**src/rtl/mod_reduce_serial.sv**
```systemverilog
// mod_reduce_serial: residue of an unsigned operand modulo a constant, computed
// MSB-first by Horner's rule, CHUNK bits per clock, with valid/ready handshakes.
module mod_reduce_serial #(
  parameter int MODULUS  = 47,
  parameter int IN_WIDTH = 36,
  parameter int CHUNK    = 6
) (
  input  logic                       clk,
  input  logic                       rst,
  input  logic                       in_valid,
  output logic                       in_ready,
  input  logic [IN_WIDTH-1:0]        in_data,
  output logic                       out_valid,
  input  logic                       out_ready,
  output logic [$clog2(MODULUS)-1:0] out_residue,
  output logic                       busy
);

  localparam int NCHUNK = (IN_WIDTH + CHUNK - 1) / CHUNK;
  localparam int RW     = $clog2(MODULUS);
  localparam int SW     = NCHUNK * CHUNK;
  localparam int CW     = (NCHUNK > 1) ? $clog2(NCHUNK) : 1;
  localparam int TW     = RW + CHUNK + 1;
  localparam logic [CW-1:0] LAST_CNT = CW'(NCHUNK - 1);

  typedef enum logic [1:0] {
    S_IDLE,
    S_RUN,
    S_DONE
  } state_t;

  state_t r_state;
  state_t w_state_next;

  logic [SW-1:0]    r_shift;
  logic [RW-1:0]    r_acc;
  logic [CW-1:0]    r_cnt;
  logic [SW-1:0]    w_ext;
  logic [CHUNK-1:0] w_chunk;
  logic [RW-1:0]    w_acc_next;
  logic             w_accept;
  logic             w_release;
  logic             w_last;

  // acc*2^CHUNK + chunk is below MODULUS*2^CHUNK, so a restoring subtract of
  // MODULUS*2^i for i = CHUNK-1..0 leaves a value below MODULUS.
  function automatic logic [RW-1:0] horner_step(input logic [RW-1:0]    acc,
                                                input logic [CHUNK-1:0] chunk);
    logic [TW-1:0] v;
    logic [TW-1:0] sub;
    v = '0;
    v[RW+CHUNK-1:0] = {acc, chunk};
    for (int i = CHUNK - 1; i >= 0; i--) begin
      sub = TW'(MODULUS) << i;
      if (v >= sub) begin
        v = v - sub;
      end
    end
    return v[RW-1:0];
  endfunction

  always_comb begin
    w_ext = '0;
    w_ext[IN_WIDTH-1:0] = in_data;
  end

  assign w_chunk    = r_shift[SW-1 -: CHUNK];
  assign w_acc_next = horner_step(r_acc, w_chunk);
  assign w_accept   = (r_state == S_IDLE) && in_valid;
  assign w_release  = (r_state == S_DONE) && out_ready;
  assign w_last     = (r_cnt == LAST_CNT);

  always_ff @(posedge clk) begin
    if (rst) begin
      r_state <= S_IDLE;
    end else begin
      r_state <= w_state_next;
    end
  end

  always_comb begin
    w_state_next = r_state;
    in_ready     = 1'b0;
    out_valid    = 1'b0;
    out_residue  = '0;
    busy         = 1'b0;
    case (r_state)
      S_IDLE: begin
        in_ready = !rst;
        if (w_accept) begin
          w_state_next = S_RUN;
        end
      end
      S_RUN: begin
        busy = 1'b1;
        if (w_last) begin
          w_state_next = S_DONE;
        end
      end
      S_DONE: begin
        busy        = 1'b1;
        out_valid   = 1'b1;
        out_residue = r_acc;
        if (w_release) begin
          w_state_next = S_IDLE;
        end
      end
      default: begin
        w_state_next = S_IDLE;
      end
    endcase
  end

  // Datapath only moves on accept and in RUN, so acc stays frozen in DONE.
  always_ff @(posedge clk) begin
    if (rst) begin
      r_shift <= '0;
      r_acc   <= '0;
      r_cnt   <= '0;
    end else if (w_accept) begin
      r_shift <= w_ext;
      r_acc   <= '0;
      r_cnt   <= '0;
    end else if (r_state == S_RUN) begin
      r_shift <= r_shift << CHUNK;
      r_acc   <= w_acc_next;
      r_cnt   <= r_cnt + 1'b1;
    end
  end

endmodule

```
**config.mk**
```make
export PLATFORM = sky130hd
export DESIGN_NAME = mod_reduce_serial
export DESIGN_NICKNAME = d
export VERILOG_FILES = /design/src/rtl/mod_reduce_serial.sv
export SDC_FILE = /design/constraint.sdc
export NUM_CORES = 1
export LEC_CHECK = 0
export ABC_AREA = 0
export CAP_MARGIN = 20
export CORE_ASPECT_RATIO = 1.5
export CORE_MARGIN = 4
export CORE_UTILIZATION = 46
export DETAILED_ROUTE_END_ITERATION = 7
export PLACE_DENSITY = 0.64
export SYNTH_ARGS = -nofsm -noshare
export SYNTH_HDL_FRONTEND = slang
export SYNTH_SLANG_ARGS = --single-unit
```
**constraint.sdc**
```tcl
create_clock -name clk -period 17.6 [get_ports clk]
set_input_delay 2.64 -clock clk [delete_from_list [all_inputs] [get_ports clk]]
set_output_delay 2.64 -clock clk [all_outputs]
set_load 0.1 [all_outputs]
```
==> impl_metrics.json <==
{
  "outcome": "completed",
  "arrival_ns": 8.94,
  "tns_ns": 0,
  "clock_path_buffers": 2,
  "final_common_cell": "nor2_1",
  "drcViolationCount": 0,
  "setup_violations": 0,
  "drt_wl_total_microns": 13100,
  "dr.pass1.iters": 5,
  "first_global_vias": 4324,
  "syn_area_per_cell_sq_um": 7.71,
  "seq_area_frac_synth_pct": 20.4,
  "core_sq_um": 9740,
  "cts_buffers": 5,
  "fill_cells": 959,
  "path_max_fanout": 11,
  "gp_congestion": 0.954,
  "vias": 4688,
  "synth_flop_cell": "dfxtp_1",
  "crit_top_cell": "ha_1",
  "hold_path.class": "reg2reg",
  "synth_cell_types": 87,
  "slew_violations": 0,
  "clock_skew_ns": 0.00226,
  "insertion_delay_ns": 0.28,
  "maxSlewHeadroom_pct": 34.7,
  "cp_slowest_cell": "or4_1",
  "synth-seq-cells": 47,
  "grt_max_degree": 68,
  "most-common-layout-cells": "nor2_1 (71), clkdlybuf4s50_1 (48), dfxtp_1 (47)",
  "htreeDepth": 2,
  "nets": 671,
  "period_minus_slack_ns": 8.77,
  "async_flop_share_pct": 0,
  "via_per_inst": 6.40,
  "crit_end": "r_acc[0]",
  "hold_path_startpoint": "r_shift[4]",
  "cts_resized": 0,
  "wl_per_cell_microns": 17.8,
  "num_io_pins": 49,
  "postCtsHoldBufs": 0,
  "crit_type": "reg2reg",
  "cts.clk_slew.worst_paths_ns": 0.06,
  "clock_sinks": 47,
  "ant_nets": 0,
  "post-cts-setup-buffer-count": 0,
  "cap_violations": 0,
  "synth_cells": 597,
  "crit_path_end_kind": "flip-flop",
  "area_growth_pct": 13.5,
  "rsz0062_at_grt": "no",
  "drt_iter0_drc": 302,
  "num_rows": 44,
  "numPortBuffers": 48,
  "fp.dieArea_sq_um": 11700,
  "synth_edf_count": 0,
  "slowest_delay_ns": 0.60,
  "hpwl_microns": 10100,
  "r2r_slack_ns": 8.83,
  "grt_overflow": 0,
  "synth_warnings": 0,
  "fmax_ghz": 0.114,
  "diodes": 0,
  "die_height_microns": 131,
  "layout-drive-gt1-share_pct": 7.77,
  "antenna_found_initial": 0,
  "worst_slew_pin_slew_ns": 0.977,
  "grt_pass1_wl_microns": 21400,
  "layout_worst_path_cycle_share_pct": 49.8,
  "syn_nets": 649,
  "start_kind": "flip-flop",
  "syn_area_sq_um": 4600,
  "start_util_pct": 47.2,
  "rr_worst_depth": 31,
  "r2r_start": "r_shift[35]",
  "hold_viol": 0,
  "clock-root-buffer": "clkbuf_16",
  "required_ns": 17.77,
  "cts_tree": "done",
  "crit_start": "r_shift[35]",
  "timing.rr.end": "r_acc[0]",
  "grt_use_total_pct": 22.9,
  "fp.dieW_microns": 89.7
}
[metal layers]
metal | vias to the layer above | routed length [microns] | track usage [%]
met4 | 0 | 599 | 10.1
met5 | - | 0 | 0
li1 | 2312 | - | -
met2 | 140 | 6890 | 42.4
met1 | 2192 | 5170 | 25.7
met3 | 44 | 413 | 2.13
[state kept, by name (all words and copies together), names as in the netlist]
name	flops
r_state	2
r_shift	36
r_cnt	3
r_acc	6
[critical path: cells and delay by family, from the launching register on]
kind / cells / cell delay (ns)
AO/OA/AOI/OAI: 12 / 2.97
AND/OR/NAND/NOR: 9 / 2.55
adder cells (fa/ha/maj): 4 / 1.33
XOR/XNOR: 3 / 0.67
flip-flops: 1 / 0.48
multiplexers: 1 / 0.38
buffers and inverters: 2 / 0.26
[worst min path at each step]
stage                      end  cells past startpoint
floorplan           r_shift[0]                      2
global placement    r_shift[4]                      2
detailed placement  r_shift[4]                      2
CTS                 r_shift[4]                      2
global route        r_shift[4]                      2
finish              r_shift[4]                      2
[layout make-up]
| class | instances | area, sq um | share of cell area (%) |
|---|---|---|---|
| multi-input combinational | 500 | 3450 | 66.1 |
| sequential | 47 | 941 | 18.0 |
| inverter | 13 | 48.8 | 0.934 |
| clock buffer | 6 | 129 | 2.47 |
| tap | 115 | 144 | 2.76 |
| timing repair buffer | 52 | 510 | 9.77 |
[Yosys cell counts, types with 4 or more instances]
| cell | number | area (sq um) |
|---|---|---|
| a211oi_1 | 37 | 278 |
| a21boi_0 | 4 | 30.0 |
| a21o_1 | 6 | 45.0 |
| a21oi_1 | 39 | 195 |
| a31oi_1 | 10 | 62.6 |
| and2_1 | 15 | 93.8 |
| and3_1 | 12 | 75.1 |
| and4_1 | 4 | 35.0 |
| buf_2 | 6 | 30.0 |
| clkbuf_1 | 24 | 90.1 |
| dfxtp_1 | 47 | 941 |
| ha_1 | 12 | 150 |
| inv_1 | 13 | 48.8 |
| mux2_2 | 4 | 45.0 |
| mux2i_1 | 37 | 370 |
| nand2_1 | 41 | 154 |
| nand2b_1 | 6 | 37.5 |
| nand3_1 | 22 | 110 |
| nand3b_1 | 11 | 82.6 |
| nor2_1 | 71 | 267 |
| nor2b_1 | 6 | 37.5 |
| nor3_1 | 12 | 60.1 |
| nor4_1 | 4 | 25.0 |
| o2111ai_1 | 4 | 35.0 |
| o211ai_1 | 5 | 37.5 |
| o21ai_0 | 12 | 60.1 |
| o221ai_1 | 4 | 35.0 |
| o31ai_1 | 5 | 37.5 |
| or2_1 | 4 | 25.0 |
| or2_2 | 4 | 25.0 |
| or3_1 | 4 | 25.0 |
| xnor2_1 | 12 | 105 |
| xor2_1 | 7 | 61.3 |
[cell families (layout without fill, tap and decap cells)]
| family | count (synthesis) | after routing | synth area share [%] |
|---|---|---|---|
| AO/OA/AOI/OAI | 189 | 189 | 31.0 |
| XOR/XNOR | 20 | 20 | 3.97 |
| adder cells (fa/ha/maj) | 12 | 12 | 3.26 |
| buffers and inverters | 50 | 71 | 4.73 |
| flip-flops | 47 | 47 | 20.4 |
| multiplexers | 43 | 43 | 9.59 |
| AND/OR/NAND/NOR | 236 | 236 | 27.0 |
[per-stage QoR]
step | cells | util [%] | setup slack (ns) | cell area [sq um] | hold WS, ns
3_3_place_gp | 727 | 52.3 | 9.38 | 5090 | 0.474
3_5_place_dp | 727 | 52.3 | 9.05 | 5090 | 0.476
6_report | 733 | 53.6 | 8.83 | 5220 | 0.489
5_1_grt | 733 | 53.6 | 8.24 | 5220 | 0.501
2_1_floorplan | 597 | - | 9.91 | 4600 | 0.460
4_1_cts | 733 | 53.6 | 8.99 | 5220 | 0.486
Power is left out: the tool's default activity adds up to more than one toggle a clock period on the data nets, which glitch-free logic cannot reach.
